### src/rtl/gba_rom_addr_seq.sv
// gba_rom_addr_seq
// Clocked GamePak address sequencer. The asynchronous cartridge strobes
// (CS/RD/WR) are synchronised onto CLK. The GBA address is latched when CS
// falls. The offset then advances after every completed strobe of a
// sequential burst. A write to BANK_REG_ADDR loads a bank register that
// extends the flash address above the GBA address width.
//
// Ports
//   CLK        system clock, at least 4x the GBA bus clock
//   RST        asynchronous, active-high reset
//   GBA_AD     multiplexed address/data from the GamePak
//   GBA_CS     chip select, active low
//   GBA_RD     read strobe, active low
//   GBA_WR     write strobe, active low
//   ROM_A      flash address {bank, offset}
//   ROM_OE_N   flash output enable, active low
//   BANK       current bank register value
//   PROTO_ERR  sticky bus-protocol error flag (cleared only by RST)

// Synchroniser for one asynchronous bus line. It drives the synchronised
// level and the previous synchronised level, so the parent can derive both
// edges. The chain resets to 1 because every GBA strobe is idle-high.
module gba_sync_edge #(
    parameter int STAGES = 2
) (
    input  logic CLK,
    input  logic RST,
    input  logic din,
    output logic lvl,
    output logic prev
);
    logic [STAGES-1:0] pipe;
    logic              last;

    always_ff @(posedge CLK or posedge RST) begin
        if (RST) begin
            pipe <= '1;
            last <= 1'b1;
        end else begin
            pipe <= {pipe[STAGES-2:0], din};
            last <= pipe[STAGES-1];
        end
    end

    assign lvl  = pipe[STAGES-1];
    assign prev = last;
endmodule

module gba_rom_addr_seq #(
    parameter int                ADDR_W        = 24,
    parameter int                BANK_W        = 4,
    parameter int                SYNC_STAGES   = 2,   // 2 or more
    parameter logic [ADDR_W-1:0] BANK_REG_ADDR = 24'hFFFFFE,
    parameter bit                INC_ON_WR     = 1'b1
) (
    input  logic                     CLK,
    input  logic                     RST,
    input  logic [ADDR_W-1:0]        GBA_AD,
    input  logic                     GBA_CS,
    input  logic                     GBA_RD,
    input  logic                     GBA_WR,
    output logic [ADDR_W+BANK_W-1:0] ROM_A,
    output logic                     ROM_OE_N,
    output logic [BANK_W-1:0]        BANK,
    output logic                     PROTO_ERR
);
    // ------------------------------------------------------------------
    // Strobe synchronisers: line 0 = CS, 1 = RD, 2 = WR
    // ------------------------------------------------------------------
    localparam int NL = 3;

    logic [NL-1:0] pins, lvl, prev;

    assign pins = {GBA_WR, GBA_RD, GBA_CS};

    for (genvar i = 0; i < NL; i++) begin : g_sync
        gba_sync_edge #(.STAGES(SYNC_STAGES)) u_sync (
            .CLK  (CLK),
            .RST  (RST),
            .din  (pins[i]),
            .lvl  (lvl[i]),
            .prev (prev[i])
        );
    end

    logic cs_s, rd_s, wr_s;
    logic cs_fall, cs_rise, rd_rise, wr_rise;
    logic both_low;

    assign cs_s     = lvl[0];
    assign rd_s     = lvl[1];
    assign wr_s     = lvl[2];
    assign cs_fall  =  prev[0] & ~cs_s;
    assign cs_rise  = ~prev[0] &  cs_s;
    assign rd_rise  = ~prev[1] &  rd_s;
    assign wr_rise  = ~prev[2] &  wr_s;
    assign both_low = ~rd_s & ~wr_s;

    // ------------------------------------------------------------------
    // Datapath state
    // ------------------------------------------------------------------
    logic [ADDR_W-1:0]        offset;
    logic [ADDR_W-1:0]        offset_inc;
    logic [ADDR_W+BANK_W-1:0] rom_a;
    logic [BANK_W-1:0]        bank;
    logic                     proto_err;
    // dual_q remembers that RD and WR overlapped during this strobe. The
    // access then counts as a single read. A WR rise that comes before or
    // after the RD rise is neither a write nor a second increment. The flag
    // clears only once both strobes are high again.
    logic                     dual_q;

    // Natural wrap at 2^ADDR_W. The bank is not carried into.
    assign offset_inc = offset + ADDR_W'(1);

    // A WR rise is a real write only if it was never overlapped by RD.
    logic wr_commit;
    assign wr_commit = wr_rise & rd_s & ~dual_q;

    logic strobe_done;
    assign strobe_done = rd_rise | (INC_ON_WR & wr_commit);

    // ------------------------------------------------------------------
    // FSM
    // ------------------------------------------------------------------
    typedef enum logic [1:0] {
        S_IDLE    = 2'd0,
        S_LATCH   = 2'd1,
        S_STROBE  = 2'd2,
        S_ADVANCE = 2'd3
    } state_t;

    state_t st, nxt;

    always_ff @(posedge CLK or posedge RST) begin
        if (RST) st <= S_IDLE;
        else     st <= nxt;
    end

    always_comb begin
        nxt = st;
        unique case (st)
            S_IDLE:    if (cs_fall) nxt = S_LATCH;
            S_LATCH:   nxt = S_STROBE;
            S_STROBE:  if (strobe_done) nxt = S_ADVANCE;
            S_ADVANCE: nxt = S_STROBE;
        endcase
        // End of the chip-select window wins over everything, including a
        // strobe edge seen in the same cycle.
        if (cs_rise) nxt = S_IDLE;
    end

    logic rom_oe_n, do_latch, do_adv, bank_we;

    always_comb begin
        rom_oe_n = 1'b1;
        do_latch = 1'b0;
        do_adv   = 1'b0;
        bank_we  = 1'b0;
        unique case (st)
            S_IDLE:    ;
            S_LATCH:   do_latch = ~cs_rise;
            S_STROBE: begin
                rom_oe_n = rd_s | cs_s;
                bank_we  = wr_commit & ~cs_rise & (offset == BANK_REG_ADDR);
            end
            S_ADVANCE: do_adv = ~cs_rise;
        endcase
    end

    // ------------------------------------------------------------------
    // Address, bank and error registers
    // ------------------------------------------------------------------
    always_ff @(posedge CLK or posedge RST) begin
        if (RST) begin
            offset    <= '0;
            rom_a     <= '0;
            bank      <= '0;
            proto_err <= 1'b0;
            dual_q    <= 1'b0;
        end else begin
            // GBA_AD is stable for the whole latch window, so it is read
            // directly here without going through a synchroniser.
            if (do_latch) begin
                offset <= GBA_AD;
                rom_a  <= {bank, GBA_AD};
            end else if (do_adv) begin
                offset <= offset_inc;
                rom_a  <= {bank, offset_inc};
            end

            // The new bank reaches ROM_A at the next advance or latch.
            if (bank_we) bank <= GBA_AD[BANK_W-1:0];

            if (both_low)          dual_q <= 1'b1;
            else if (rd_s & wr_s)  dual_q <= 1'b0;

            if (both_low | (cs_s & (~rd_s | ~wr_s))) proto_err <= 1'b1;
        end
    end

    assign ROM_A     = rom_a;
    assign ROM_OE_N  = rom_oe_n;
    assign BANK      = bank;
    assign PROTO_ERR = proto_err;
endmodule

### config.mk
export PLATFORM = sky130hd
export DESIGN_NAME = gba_rom_addr_seq
export DESIGN_NICKNAME = d
export VERILOG_FILES = /design/src/rtl/gba_rom_addr_seq.sv
export SDC_FILE = /design/constraint.sdc
export NUM_CORES = 1
export LEC_CHECK = 0
export BUFFER_PORTS_ARGS = -buffer_cell sky130_fd_sc_hd__clkbuf_2
export CAP_MARGIN = 0
export CORE_ASPECT_RATIO = 0.9
export CORE_MARGIN = 2
export CORE_UTILIZATION = 50
export DETAILED_ROUTE_END_ITERATION = 16
export HOLD_SLACK_MARGIN = 0.05
export PLACE_DENSITY = 0.77
export SETUP_SLACK_MARGIN = 0.05
export SYNTH_ARGS = -nofsm -noshare
export SYNTH_HDL_FRONTEND = slang
export SYNTH_SLANG_ARGS = --single-unit
### constraint.sdc
create_clock -name CLK -period 2.6 [get_ports CLK]
set_clock_uncertainty 0.1 [all_clocks]
set_input_delay 0.52 -clock CLK [delete_from_list [all_inputs] [get_ports CLK]]
set_output_delay 0.52 -clock CLK [all_outputs]
set_load 0.01 [all_outputs]
# After elaboration in Yosys (flattened, before gate mapping)
# Index checks and enable logic that the tools add are counted.
# totals
output_inout_bits	34
ff_bits	69
inputBits	29
# op_classes
bitwise_logic	23
n_eq_ne	6
add_sub_neg	1
mux	14
n_reduce_logical	5
# op_table
cell	n
28-bit two-way mux	2
24-bit two-way mux	2
24-bit by 1-bit adder with 24-bit output (second input constant)	1
24-bit equality test (second input constant)	1
1-bit bitwise AND	11
1-bit inverter	8
1-bit two-way mux	6
2-bit two-way mux	3
3-bit inequality test (second input constant)	2
2-bit case mux with 3 select lines	1
2-bit equality test (second input constant)	2
1-bit bitwise OR	4
2-bit nonzero test	2
2-bit by 1-bit equality test with 1-bit output (second input constant)	1
2-bit logical NOT	1
2-bit AND reduction	1
2-bit OR reduction	1

# Logic depth before layout (Yosys ltp)
# depth
ltp_word	8
depth_mapped	8
mapped_depth_nobuf	6

# Hierarchy
# From an unflattened synthesis, not the netlist that was laid out.
# unflattened
cells_unflattened	254
area_unflattened_um2	2339.7
# by_module_without_submodules
mod	seq_area_each_um2	n_inst	cells_each	area_per_inst_um2
gba_rom_addr_seq	900.9	1	242	2092.0
gba_sync_edge	78.8	3	4	82.6

# Least setup slack after synthesis
# Ideal clock, no wire load.
# synth_timing
path_kind	reg-to-output
start	register st[1]
end	output port ROM_OE_N
required_ps	1980
t_arrival_ps	1358
stages_incl_launch_ff	5
path_slack_ps	622
path_cell_list	dfrtp_1 > clkbuf_1 > inv_1 > clkbuf_1 > or4_1
# synth_via
elab_chain_cells	2
# synth_rtl
item	line	text
from (decl)	133	state_t st, nxt;
from (signal assigned)	137	else st <= nxt;
2-bit equality test	160	unique case (st)
1-bit two-way mux	160	
to (decl)	63	output logic ROM_OE_N,
# No other way between the ends.

# Worst setup path in the final report
# layout_timing
start	register offset[17]
end	register bank[0], in the netlist BANK[0]
# layout_via
elab_chain_cells	3
# layout_rtl
item	line	text
from (decl)	102	logic [ADDR_W-1:0] offset;
from (signal assigned)	188	offset <= offset_inc;
24-bit equality test	165	bank_we = wr_commit & ~cs_rise & (offset == BANK_REG_ADDR);
1-bit bitwise AND	165	
1-bit two-way mux	160	
to (signal assigned)	193	if (bank_we) bank <= GBA_AD[BANK_W-1:0];
to (decl)	105	logic [BANK_W-1:0] bank;
# No other way between the ends.
# A chain may end at the register's enable or synchronous reset.

==> metrics <==
Yosys reg bits 45; DRT met1 WL 2400 um; crit-path max FO 9; root buffer selected by CTS clkbuf_8; Slew Limit Headroom 36.9%; pin slew with the least headroom to its limit 940 ps; CTS Sinks 45; Antenna diodes 0; drt first pass iters 4; status finished, final reports clean; Detail Route Antenna Nets 0; critical path class flip-flop to flip-flop; share of cells above drive strength 1 31.7%; PwrDens 963 nW/um2; # setup viols final 0; Resized cells post-CTS 0; Post-route DRC 0; Die Width 75.9 um; IO Port Bufs 62; IR drop worst, VDD 0.418 mV; share of flip-flops with an asynchronous set or reset 100%; first-pass GRT wire length 8890 um; Avg Inst Size Synth 9.47 um2; final hold vios 0; RSZ-0062 raised after global routing false; met3 wire length 363 um; sequential area share after synthesis 48.8%; max-slew violations 0; full die area 5220 um2; Post-synth EDFFs 0; Ports 63; HP Class input pin to asynchronous set/reset pin; Post-Syn Area 2330 um2; Period Utilization, post-route 83.3%; Clock transition at path regs 90 ps; Initial DRC Count 164; Synth Instances 246; DR WL met2 2710 um; via density per instance 5.75; routed wire length 5520 um; row count 23; synthesized net count 280; WL per Instance 15.0 um; Layout Utilization 62.7%; initial antenna violation count 0; vias 2117; H-tree depth 2; startpoint types flip-flop; Top Layer Used met4; initial core utilization 52.2%; Pleak 1.33 nW; Final Instance Area 2800 um2; Clock Path Buffers 2; grt ovf 0; die height 68.7 um; Critical Path Sink Type flip-flop; Worst EP arrival 2270 ps; largest net degree at the start of global routing 35; P&R area growth vs syn 20.0%; number of global-route vias before repair 1855; max_cap viols 0; CP required 2700 ps; Final TNS setup 0 ps; Core Area 4460 um2; placed cell area 2700 um2; Synth cell types 46; Setup Fix Bufs, Post-CTS 0; Peak Freq 0.462 GHz; GRT Overall Usage 21.4%; Placer Congestion 0.831; Synth Flop Type dfrtp_1; Worst-Skew Late Latency 300 ps; count of nets after finishing 339; Ys Warns 0; Final min period 2170 ps; hpwl dp 3840 um; Post-CTS Hold Buffers 0; CTS tree yes; CTS Buf Count 5
-- registers in the layout, summed over array words and instances, names as in the netlist --
register	flops
dual_q	1
PROTO_ERR	1
st	2
g_sync.u_sync.prev	3
g_sync.u_sync.pipe	6
ROM_A	5
offset	23
BANK	4
-- metal layers --
metal  vias up  GRT usage, %
li1       1026             -
met2        72          37.3
met1      1013          28.7
met4         0          4.55
met5         -             0
met3         6          4.04
-- Yosys cell counts (all sizes together) (6+ instances only) --
cell	number	area (um2)
o21ai	12	60.1
nor2	17	66.3
nand2	27	101
mux2i	6	60.1
a21oi	26	134
dfstp	9	236
inv	8	30.0
nand4	8	62.6
clkbuf	14	52.6
o22ai	18	113
nand3	15	92.6
dfrtp	36	901
-- worst paths after layout --
check / cells after the start / end / startpoint / slack [ps]
worst max-delay path: 5 / BANK[0] / offset[17] / 430
max in group asynchronous: 3 / g_sync[0].u_sync.pipe[1] / RST / 1510
worst min-delay path: 2 / ROM_A[24] / RST / 180
min in group CLK: 1 / g_sync[1].u_sync.pipe[0] / GBA_RD / 190
worst max register to register: 5 / BANK[0] / offset[17] / 430
worst min register to register: 0 / g_sync[2].u_sync.pipe[1] / g_sync[2].u_sync.pipe[0] / 260
-- power breakdown --
part           switching, mW  internal (mW)  total (mW)
Clock                  0.244          0.216       0.461
Sequential             0.306          0.887        1.19
Combinational          0.592          0.446        1.04
-- area by class of cell --
cell class              instances  area (um2)
flip-flops and latches         45        1140
well taps                      62        77.6
multi-input cells             177        1100
repair buffers                 68         355
clock buffers                   7        86.3
inverters                       8        30.0
fillers                       394        1670
clock inverters                 1        7.51
-- cells in the final DEF, fill, tap and decap left out, types with 3 or more instances in the layout --
cell type and n:
nand4_1 6, ha_1 5, dfstp_2 9, nor2_1 16, a21oi_1 25, nor4_1 3
buf_4 6, clkbuf_8 6, o21ai_0 12, and3_1 3, clkbuf_2 62, dfrtp_1 36
nand2b_1 3, o22ai_1 18, mux2_1 3, nand3_1 13, nand2_1 27, nor3_1 4
mux2i_1 6, inv_1 7
-- through the flow --
step                      setup slack, ps  hold WS, ps  power, mW  std cells
after floorplan                       622          245       1.86        246
after global placement                524          246       2.21        360
after detailed placement              486          249       2.24        360
after CTS                             447          187       2.70        368
after global routing                  299          181       2.89        368
final                                 434          182       2.69        368
-- cells by family (layout without fill, tap and decap cells) --
logic type / count (synthesis) / in the layout / share of synthesized area [%]
AO/OA/AOI/OAI: 72 / 72 / 18.9
multiplexers: 11 / 11 / 5.00
flip-flops: 45 / 45 / 48.8
AND/OR/NAND/NOR: 89 / 89 / 20.6
buffers and inverters: 24 / 84 / 3.98
adder cells (fa/ha/maj): 5 / 5 / 2.69
-- worst max-delay path: stages (launching register included) --
cell     delay [ps]
dfrtp_1         510
nand4_1         210
nor4_2          380
nand4_1         200
nor2_2          310
mux2_2          370
(Power assumes the default switching activity.)
